**src/rtl/fsm_error_monitor.sv**
```systemverilog
// fsm_error_monitor
// Watches the lane FSM comparator's error flags. It keeps saturating event
// counters, the enable-relative timestamp of the first error, and sticky
// flags. A latch/clear handshake lets slow control read a coherent snapshot
// while the lane keeps running.
//
// Ports:
//   clk_i, rst_i          clock, synchronous active-high reset
//   enable_i              counting enable (level)
//   error_state_i         comparator FSM-in-error flag (level)
//   error_mismatch_i      comparator mismatch flag (level)
//   latch_i               snapshot request (pulse)
//   clear_i               clear live counters/timestamp/sticky flags (pulse)
//   mismatch_count_o      snapshot: enabled cycles with mismatch
//   state_error_count_o   snapshot: enabled rising edges of error_state_i
//   first_error_cycle_o   snapshot: timestamp of first error event
//   snapshot_valid_o      one-cycle pulse when the snapshot updates
//   error_seen_o          live sticky: any error event since clear/reset
//   overflow_o            live sticky: a counter or the timestamp saturated
//   state_o               live FSM state: 0 DISABLED, 1 ARMED, 2 ERRORED
module fsm_error_monitor #(
  parameter int CNT_WIDTH_G = 16,
  parameter int TS_WIDTH_G  = 32
) (
  input  logic                   clk_i,
  input  logic                   rst_i,
  input  logic                   enable_i,
  input  logic                   error_state_i,
  input  logic                   error_mismatch_i,
  input  logic                   latch_i,
  input  logic                   clear_i,
  output logic [CNT_WIDTH_G-1:0] mismatch_count_o,
  output logic [CNT_WIDTH_G-1:0] state_error_count_o,
  output logic [TS_WIDTH_G-1:0]  first_error_cycle_o,
  output logic                   snapshot_valid_o,
  output logic                   error_seen_o,
  output logic                   overflow_o,
  output logic [1:0]             state_o
);

  typedef enum logic [1:0] {
    ST_DISABLED = 2'd0,
    ST_ARMED    = 2'd1,
    ST_ERRORED  = 2'd2
  } state_t;

  localparam logic [CNT_WIDTH_G-1:0] CNT_ONE = 1;
  localparam logic [TS_WIDTH_G-1:0]  TS_ONE  = 1;

  state_t                 r_state;
  logic                   r_prev_state;
  logic [CNT_WIDTH_G-1:0] r_mm_cnt;
  logic [CNT_WIDTH_G-1:0] r_se_cnt;
  logic [TS_WIDTH_G-1:0]  r_ts;
  logic [TS_WIDTH_G-1:0]  r_first_err;
  logic                   r_seen;
  logic                   r_ovf;
  logic [CNT_WIDTH_G-1:0] r_snap_mm;
  logic [CNT_WIDTH_G-1:0] r_snap_se;
  logic [TS_WIDTH_G-1:0]  r_snap_fe;
  logic                   r_snap_vld;

  logic                   w_rise;
  logic                   w_ev_mm;
  logic                   w_ev_se;
  logic                   w_event;
  logic [CNT_WIDTH_G-1:0] w_mm_nxt;
  logic [CNT_WIDTH_G-1:0] w_se_nxt;
  logic [TS_WIDTH_G-1:0]  w_ts_cur;
  logic [TS_WIDTH_G-1:0]  w_ts_nxt;
  logic [TS_WIDTH_G-1:0]  w_fe_nxt;
  logic                   w_seen_nxt;
  logic                   w_ovf_nxt;

  assign w_rise  = error_state_i & ~r_prev_state;
  assign w_ev_mm = enable_i & error_mismatch_i;
  assign w_ev_se = enable_i & w_rise;
  assign w_event = w_ev_mm | w_ev_se;

  // The first enabled cycle after leaving DISABLED reads as timestamp 0,
  // so the restart is folded into the current value rather than a reset.
  assign w_ts_cur = (r_state == ST_DISABLED) ? '0 : r_ts;

  // Pre-clear next values; the snapshot takes these so a latch sees the
  // event of its own cycle even when a clear lands alongside it.
  assign w_mm_nxt   = (w_ev_mm && !(&r_mm_cnt)) ? r_mm_cnt + CNT_ONE : r_mm_cnt;
  assign w_se_nxt   = (w_ev_se && !(&r_se_cnt)) ? r_se_cnt + CNT_ONE : r_se_cnt;
  assign w_ts_nxt   = !enable_i ? r_ts :
                      (&w_ts_cur) ? w_ts_cur : w_ts_cur + TS_ONE;
  assign w_fe_nxt   = (w_event && !r_seen) ? w_ts_cur : r_first_err;
  assign w_seen_nxt = r_seen | w_event;
  assign w_ovf_nxt  = r_ovf | (w_ev_mm & (&r_mm_cnt)) |
                      (w_ev_se & (&r_se_cnt)) | (enable_i & (&w_ts_cur));

  always_ff @(posedge clk_i) begin
    if (rst_i) begin
      r_state      <= ST_DISABLED;
      r_prev_state <= 1'b0;
      r_mm_cnt     <= '0;
      r_se_cnt     <= '0;
      r_ts         <= '0;
      r_first_err  <= '0;
      r_seen       <= 1'b0;
      r_ovf        <= 1'b0;
      r_snap_mm    <= '0;
      r_snap_se    <= '0;
      r_snap_fe    <= '0;
      r_snap_vld   <= 1'b0;
    end else begin
      // Edge history tracks the input even while disabled, so a level
      // already high at enable does not count as a new edge.
      r_prev_state <= error_state_i;
      r_snap_vld   <= latch_i;
      if (latch_i) begin
        r_snap_mm <= w_mm_nxt;
        r_snap_se <= w_se_nxt;
        r_snap_fe <= w_fe_nxt;
      end
      if (clear_i) begin
        r_mm_cnt    <= '0;
        r_se_cnt    <= '0;
        r_ts        <= '0;
        r_first_err <= '0;
        r_seen      <= 1'b0;
        r_ovf       <= 1'b0;
        r_state     <= enable_i ? ST_ARMED : ST_DISABLED;
      end else begin
        r_mm_cnt    <= w_mm_nxt;
        r_se_cnt    <= w_se_nxt;
        r_ts        <= w_ts_nxt;
        r_first_err <= w_fe_nxt;
        r_seen      <= w_seen_nxt;
        r_ovf       <= w_ovf_nxt;
        // Re-enable lands in ERRORED when errors are still on record.
        if (!enable_i)      r_state <= ST_DISABLED;
        else if (w_seen_nxt) r_state <= ST_ERRORED;
        else                r_state <= ST_ARMED;
      end
    end
  end

  assign mismatch_count_o    = r_snap_mm;
  assign state_error_count_o = r_snap_se;
  assign first_error_cycle_o = r_snap_fe;
  assign snapshot_valid_o    = r_snap_vld;
  assign error_seen_o        = r_seen;
  assign overflow_o          = r_ovf;
  assign state_o             = r_state;

endmodule

```
**config.mk**
```make
export PLATFORM = sky130hd
export DESIGN_NAME = fsm_error_monitor
export DESIGN_NICKNAME = d
export VERILOG_FILES = /design/src/rtl/fsm_error_monitor.sv
export SDC_FILE = /design/constraint.sdc
export NUM_CORES = 1
export LEC_CHECK = 0
export CORE_UTILIZATION = 30
export DETAILED_ROUTE_END_ITERATION = 6
export HOLD_SLACK_MARGIN = 0.05
export PLACE_DENSITY = 0.52
export SYNTH_ARGS = -nofsm -noshare
export SYNTH_HDL_FRONTEND = slang
export SYNTH_SLANG_ARGS = --single-unit
```
**constraint.sdc**
```tcl
create_clock -name clk_i -period 4.8 [get_ports clk_i]
set_input_delay 1.2 -clock clk_i [delete_from_list [all_inputs] [get_ports clk_i]]
set_output_delay 1.2 -clock clk_i [all_outputs]
set_load 0.03 [all_outputs]
```
==> metrics.yaml, run 1 <==
synthTopCellsByArea: "dfxtp_1, nor2_1, a211oi_1"
min_period_ps: 3400
arrival_ps: 3660
crit_buf_inv: 1
regArea_sq_um: 3320
nets: 891
max-vdd-ir-drop_mv: 0.216
r2r_start: "state_o[0]"
crit_chain: "or2_2 > buf_4 > and2_1 > ha_1 > and4_1 > nand4_1 > a2111oi_0 > mux2i_1 > a21oi_1"
setup_viol: 0
htreeDepth: 4
finalHoldViolations: 0
dieHeight_um: 156
num_io_pins: 76
cp_max_fo: 34
grt_pass1_wl_um: 30200
antenna_cells: 0
regToRegEndpoint: "r_ts[22]"
whs_endpoint: "r_ts[0]"
required_ps: 5060
holdBufCountCts: 0
post_cts_buffers: 0
std_cell_rows: 56
grt_start_max_net_pins: 76
worst_slew_pin_slew_ps: 862
async_flop_share: 0
dieArea_sq_um: 24400
hold_depth: 2
slew_headroom: 0.426
place_hpwl_um: 12500
timing_worst_setup_path_type: "reg -> reg"
cts.reportedPaths.clkPinSlew_ps: 60
grt-ovfl-total: 0
post_cts_resized: 0
dieWidth_um: 156
yosysWarnings: 0
fin_tns_setup_ps: 0
synth_seq_cells: 166
clk_path_buf_depth: 2
drv_cap: 0
crit_slowest_cell: "a2111oi_0"
cpLargestDelayFamily: "simple AND/OR/NAND/NOR gates"
worstRegToRegCells: 9
syn_area_sq_um: 7140
final_max_slew_viol_count: 0
synthTopCellsByCount: "dfxtp_1, nor2_1, nand2_1, a211oi_1, a21oi_1"
viasPerCell: 5.04
cts_tree: "built"
portBuffers: 75
drive_gt1_frac: 0.0717
synth_edf_count: 0
grt_usage: 0.155
r2r_setup_slack_ps: 1400
synth_cell_type_count: 64
nFillCells: 2423
core_sq_um: 23400
power_density_nw_per_um2: 355
multi_input_comb_area_sq_um: 3510
yosys.area.top_type_share: 0.465
wirelength_um: 18500
drc_errors: 0
fin_util: 0.372
cts_buffers: 17
post-synth-top-area-cell: "dfxtp_1"
clkLatencyLatePin_ps: 420
first_iter_violations: 321
wl_per_cell_um: 15.3
ant_nets: 0
hold_class: "reg -> reg"
crit_path_start: "state_o[0]"
cts_sinks: 166
initial_core_util: 0.305
outcome: "complete, no violations"
synth_area_per_cell_sq_um: 8.60
gp_congestion: 0.861
synth_ff_type: "dfxtp_1"
crit_path_start_kind: "flip-flop"
hp-start: "r_ts[0]"
ctsRootBufferMaster: "clkbuf_16"
rsz0062_at_grt: "false"
ys_seq_area_frac: 0.465
synthCells: 831
area_growth_pct: 21.8
vias: 6111
fmax_ghz: 0.294
fin_crit_sh: 0.708
endpoint_kind: "flip-flop"
cellLeakagePower_nw: 2.98
yosysMostFrequentCell: "dfxtp_1"
grt_pass1_vias: 5698
antenna_found_initial: 0
skew_ps: 9.85
syn_nets: 841
dr.pass1.iters: 4
critPathMaxStageDelay_ps: 640
==> how the worst max path moves through the flow <==
stage,slack [ps],end,depth (start not counted)
after detailed placement,1150,state_error_count_o[13],6
after global placement,1150,state_error_count_o[15],6
final,1400,r_ts[22],9
after global routing,1150,r_ts[22],9
after floorplan,1900,r_ts[22],11
after CTS,1410,r_ts[22],9
==> flip-flops by register name, summed over array words and instances (netlist names) <==
signal and flops:
r_prev_state 1, r_mm_cnt 16, overflow_o 1, first_error_cycle_o 32, mismatch_count_o 16, r_first_err 32
snapshot_valid_o 1, state_error_count_o 16, r_ts 32, r_se_cnt 16, state_o 2, error_seen_o 1
==> per-layer routing <==
metal  routed length (um)  GRT usage  part of all wire  up-vias
li1                     -          -                 -     3108
met1                 9680      0.220              0.52     2887
met2                 8050      0.239              0.43      105
met3                  640     0.0316             0.035       11
met4                  158     0.0378            0.0085        0
met5                    0          0                 0        -
==> tightest hold or removal path, delay by kind of cell, from the launching register on <==
family          cells  cell delay (ps)
compound gates      2              120
flops               1              300
==> layout by cell type (no fill, tap or decap), types with 7 or more instances in the layout <==
cell,n
dfxtp_1,166
nor2_1,150
clkdlybuf4s50_1,73
nand2_1,62
a211oi_1,61
a21oi_1,46
nand3_1,42
and3_1,29
nand4_1,28
clkbuf_16,17
nor3_1,16
mux2i_1,16
xor2_1,14
buf_4,13
nor4_1,12
xnor2_1,12
o21ai_0,9
inv_1,8
and4_1,7
a31oi_1,7
==> cell families after synthesis <==
logic type	share of synthesized area
flops	0.465
simple gates	0.268
buf+inv	0.0440
xor+xnor	0.0319
mux	0.0240
fa+ha+maj	0.00525
compound gates	0.162
==> final cells by class <==
| type | count | share of cell area |
|---|---|---|
| multi-input combinational | 600 | 0.403 |
| sequential | 166 | 0.382 |
| timing repair buffer | 87 | 0.0958 |
| clock buffer | 21 | 0.0529 |
| tap | 319 | 0.0459 |
| clock inverter | 10 | 0.0167 |
| inverter | 9 | 0.00388 |
==> where the power goes <==
group          switching, mW  internal [mW]  total, mW
Clock                  0.575          0.849       1.42
Sequential            0.0174           1.41       1.42
Combinational          0.161         0.0790      0.240
Total                  0.753           2.33       3.09
==> stage by stage <==
step	worst slack [ps]	instance area, sq um	cells	power, mW	hold WS [ps]
3_5_place_dp	1150	8100	1181	1.70	467
3_3_place_gp	1150	8100	1181	1.70	460
4_1_cts	1410	8700	1212	3.12	478
2_1_floorplan	1900	7140	831	1.61	445
5_1_grt	1150	8700	1212	3.19	495
6_report	1400	8700	1212	3.09	475
No activity file was read; power rests on OpenSTA's default activity.
==> inputs of run 2 (changes only) <==
--- a/config.mk
+++ b/config.mk
@@ -8,7 +8,7 @@
 export CORE_UTILIZATION = 30
 export DETAILED_ROUTE_END_ITERATION = 6
 export HOLD_SLACK_MARGIN = 0.05
-export PLACE_DENSITY = 0.52
+export PLACE_DENSITY = 0.53
 export SYNTH_ARGS = -nofsm -noshare
 export SYNTH_HDL_FRONTEND = slang
 export SYNTH_SLANG_ARGS = --single-unit
==> constraint.sdc (replaced) <==
create_clock -name clk_i -period 2.93 [get_ports clk_i]
set_input_delay 0.7325 -clock clk_i [delete_from_list [all_inputs] [get_ports clk_i]]
set_output_delay 0.7325 -clock clk_i [all_outputs]
set_load 0.03 [all_outputs]
==> run 2 against run 1 <==
Effect of this change: clock skew up 1.4 ps; setup slack lost 1100 ps; fmax up 28%; sequential power grew 64%; power up 59%; sequential cell count stayed put; count of clock-buffer cells in the layout decreased by 2; sequential share of layout area fell by 0.62 points; final cell count is 1.8% higher; critical endpoint unchanged; largest cell class unchanged.
==> metrics.yaml, run 2 (same netlist as run 1, synthesis figures left out) <==
slew_headroom: 0.553
num_io_pins: 76
vias: 6189
hp-start: "r_first_err[2]"
routed-wl-met3_um: 691
fin_cells: 1234
cellLeakagePower_nw: 3.07
post_cts_buffers: 0
rsz0062_at_grt: "false"
nFillCells: 2461
cts_buffers: 17
hold_class: "reg -> reg"
holdWs_ps: 480
drc_errors: 0
min_period_ps: 2650
fin_ws_ps: 277
outcome: "complete, no violations"
nets: 912
final_max_slew_viol_count: 0
ctsRootBufferMaster: "clkbuf_16"
route.met2.wl_um: 8060
crit_path_start: "state_o[1]"
cts.reportedPaths.clkPinSlew_ps: 60
clk_path_buf_depth: 2
cts_sinks: 166
core_sq_um: 23400
crit_path_start_kind: "flip-flop"
first_iter_violations: 312
dr.pass1.iters: 5
dp_cells: 1202
cts_tree: "built"
max-vdd-ir-drop_mv: 0.345
grt-ovfl-total: 0
holdBufCountCts: 0
drive_gt1_frac: 0.0951
skew_ps: 11.3
ant_nets: 0
fin_tns_setup_ps: 0
area_growth_pct: 23.8
setup_viol: 0
viasPerCell: 5.02
endpoint_kind: "flip-flop"
fmax_ghz: 0.377
gp_congestion: 0.859
clkLatencyLatePin_ps: 430
post_cts_resized: 0
dieHeight_um: 156
place_ws_ps: 201
htreeDepth: 4
arrival_ps: 2960
required_ps: 3240
power_density_nw_per_um2: 554
final_common_cell: "dfxtp_1"
wirelength_um: 18600
drv_cap: 0
dieWidth_um: 156
grt_pass1_wl_um: 30400
grt_usage: 0.156
cp_max_fo: 6
worst_slew_pin_slew_ps: 671
finalHoldViolations: 0
initial_core_util: 0.305
multi_input_comb_area_sq_um: 3510
r2r_start: "state_o[1]"
grt_pass1_vias: 5723
grt_start_max_net_pins: 68
fin_crit_sh: 0.905
fin_area_sq_um: 8850
place_hpwl_um: 13000
regArea_sq_um: 3320
placed_cell_area_sq_um: 8280
antenna_cells: 0
portBuffers: 75
timing_worst_setup_path_type: "reg -> reg"
wl_per_cell_um: 15.0
std_cell_rows: 56
r2r_setup_slack_ps: 280
most-common-layout-cells: "dfxtp_1, nor2_1, clkdlybuf4s50_1, nand2_1, a211oi_1"
wl_met1_um: 9590
dieArea_sq_um: 24400
top_layer: "met4"
antenna_found_initial: 0
==> run 2: changes by cell type in the layout (fill, tap and decap cells not counted), sizes merged <==
| cell | delta |
|---|---|
| inv | +1 |
| buf | +21 |
| clkinvlp | +3 |
| clkinv | +1 |
| clkbuf | -2 |
| bufinv | -2 |
==> run 2: report_power, final <==
group          internal (mW)  switching, mW  total (mW)  leakage, nW
clock                   1.20          0.955        2.16        0.264
sequential              2.30         0.0243        2.33         1.35
combinational          0.144          0.270       0.415         1.46
==> run 2: per-layer routing <==
layer / GRT usage / vias up
met1: 0.225 / 2887
met5: 0 / -
met4: 0.0462 / 0
met2: 0.235 / 128
li1: - / 3158
met3: 0.0282 / 16
==> run 2: area by class of cell <==
type                       count  share of cell area
tap                          319              0.0451
clock inverter                13              0.0140
multi-input combinational    600               0.396
timing repair buffer         108               0.115
clock buffer                  19              0.0501
sequential                   166               0.376
inverter                       9             0.00382
==> run 2: worst paths after layout <==
path                                        to  cells past startpoint
worst max-delay path                  r_ts[22]                      9
worst min-delay path            r_first_err[2]                      2
worst max register to register        r_ts[22]                      9
worst min register to register  r_first_err[2]                      2
==> run 2: metrics by stage <==
step / util / total power, mW
2_1_floorplan: - / 2.64
3_3_place_gp: 0.354 / 2.80
3_5_place_dp: 0.354 / 2.80
4_1_cts: 0.378 / 4.97
5_1_grt: 0.378 / 5.09
6_report: 0.378 / 4.90
==> run 2: critical path, stage by stage, from the launching register on <==
cell	delay, ps
dfxtp_1	320
or2_2	130
and2_1	220
ha_1	270
and4_1	280
nand4_1	290
a2111oi_0	570
buf_4	200
mux2i_1	180
a21oi_1	80
==> inputs of run 3 (changes only) <==
--- a/config.mk
+++ b/config.mk
@@ -5,6 +5,8 @@
 export SDC_FILE = /design/constraint.sdc
 export NUM_CORES = 1
 export LEC_CHECK = 0
+export ABC_CLOCK_PERIOD_IN_PS = 2930
+export CORE_MARGIN = 1.5
 export CORE_UTILIZATION = 30
 export DETAILED_ROUTE_END_ITERATION = 6
 export HOLD_SLACK_MARGIN = 0.05
==> run 3 against run 2 <==
Effect of this change: power rose by 1.5%; final cell count shrank 0.16%; setup slack got worse by 4.5 ps; register-to-register slack barely moved; routed wire length rose by 1.2%; combinational power rose by 1%; worst hold slack hardly changed; critical endpoint is now r_ts[4]; largest power group unchanged; highest routed layer unchanged.
==> metrics.yaml, run 3 (same netlist as run 1, synthesis figures left out) <==
outcome: "complete, no violations"
power_density_nw_per_um2: 561
cts_sinks: 166
post_cts_buffers: 0
grt-ovfl-total: 0
internal-power_mw: 3.66
setup_viol: 0
p_sw_mw: 1.31
arrival_ps: 2980
place_ws_ps: 194
initial_core_util: 0.305
netSwitchingFraction: 0.263
drc_errors: 0
grt_pass1_vias: 5667
place_hpwl_um: 13000
p_clk_frac: 0.448
critPathMaxStageDelay_ps: 580
nFillCells: 2417
drive_gt1_frac: 0.0942
fin_ws_ps: 272
wl_per_cell_um: 15.2
finalHoldViolations: 0
fmax_ghz: 0.376
min_period_ps: 2660
required_ps: 3250
seqPwrFrac: 0.468
most-common-layout-cells: "dfxtp_1, nor2_1, clkdlybuf4s50_1, nand2_1, a211oi_1"
gp_congestion: 0.838
crit_chain: "or2_2 > nand2_1 > inv_1 > ha_1 > and4_1 > nand4_1 > nor4_4 > buf_4 > o2111ai_1 > o41ai_1"
nets: 910
antenna_found_initial: 0
cp_max_fo: 8
clk_path_buf_depth: 2
final_common_cell: "dfxtp_1"
rsz0062_at_grt: "false"
grt_start_max_net_pins: 70
r2r_start: "state_o[0]"
cellLeakagePower_nw: 3.08
post_cts_resized: 0
vias: 6191
clkLatencyLatePin_ps: 430
num_io_pins: 76
cts_buffers: 17
skew_ps: 12.3
viasPerCell: 5.03
cts.reportedPaths.clkPinSlew_ps: 70
worst_slew_pin_slew_ps: 785
max-vdd-ir-drop_mv: 0.359
dieHeight_um: 157
ctsRootBufferMaster: "clkbuf_16"
holdBufCountCts: 0
grt_usage: 0.156
portBuffers: 75
fin_tns_setup_ps: 0
hp-start: "r_first_err[15]"
crit_path_start: "state_o[0]"
grt_pass1_wl_um: 30700
dr.pass1.iters: 5
ant_nets: 0
wirelength_um: 18800
crit_path_start_kind: "flip-flop"
antenna_cells: 0
fin_crit_sh: 0.907
dieWidth_um: 157
crit_slowest_cell: "nor4_4"
std_cell_rows: 56
drv_cap: 0
endpoint_kind: "flip-flop"
core_sq_um: 23400
first_iter_violations: 416
dieArea_sq_um: 24700
timing_worst_setup_path_type: "reg -> reg"
htreeDepth: 4
pwr-share-comb: 0.085
regArea_sq_um: 3320
hold_class: "reg -> reg"
final_max_slew_viol_count: 0
slew_headroom: 0.477
multi_input_comb_area_sq_um: 3510
cts_tree: "built"
area_growth_pct: 24.0
## run 3: cell types whose count changed in the layout (fill, tap and decap cells not counted), sizes merged
| cell | change |
|---|---|
| clkinvlp | -2 |
| inv | +3 |
| buf | -2 |
| clkbuf | -1 |
## run 3: worst max-delay path: cells and delay by family, from the launching register on
kind	cells	cell delay, ps
flip-flops	1	330
buffers and inverters	2	370
AND/OR/NAND/NOR	5	1360
AO/OA/AOI/OAI	2	220
adder cells (fa/ha/maj)	1	270
## run 3: worst paths after layout
path	depth (start not counted)	slack, ps	endpoint
setup / recovery	10	270	r_ts[4]
hold / removal	2	480	r_first_err[15]
setup reg to reg	10	270	r_ts[4]
hold reg to reg	2	480	r_first_err[15]
## run 3: routing by layer
layer / share of wire / global-route usage / wire, um / up-vias
met5: 0 / 0 / 0 / -
met4: 0.011 / 0.0508 / 205 / 0
met3: 0.040 / 0.0264 / 748 / 15
met2: 0.43 / 0.228 / 8030 / 123
met1: 0.52 / 0.230 / 9790 / 2890
li1: - / - / - / 3163
## run 3: power groups by stage
stage               Sequential [mW]  Combinational, mW  Clock, mW
detailed placement             2.38              0.424          0
global placement               2.38              0.422          0
CTS                            2.33              0.426       2.27
global route                   2.33              0.456       2.36
finish                         2.32              0.421       2.23
floorplan                      2.46              0.177          0
## run 3: final cells by class
type / count / share of cell area
repair buffers: 106 / 0.114
inverters: 9 / 0.00381
clock buffers: 18 / 0.0496
multi-input cells: 600 / 0.396
clock inverters: 14 / 0.0160
well taps: 319 / 0.0451
flip-flops and latches: 166 / 0.375
## run 3: per-stage QoR
| step | total power [mW] | util | hold slack (ps) | cells | instance area [sq um] |
|---|---|---|---|---|---|
| after floorplan | 2.64 | - | 445 | 831 | 7140 |
| after global placement | 2.80 | 0.354 | 460 | 1200 | 8280 |
| after detailed placement | 2.80 | 0.354 | 468 | 1200 | 8280 |
| after CTS | 5.02 | 0.378 | 483 | 1232 | 8860 |
| after global routing | 5.15 | 0.378 | 493 | 1232 | 8860 |
| final | 4.97 | 0.378 | 480 | 1232 | 8860 |
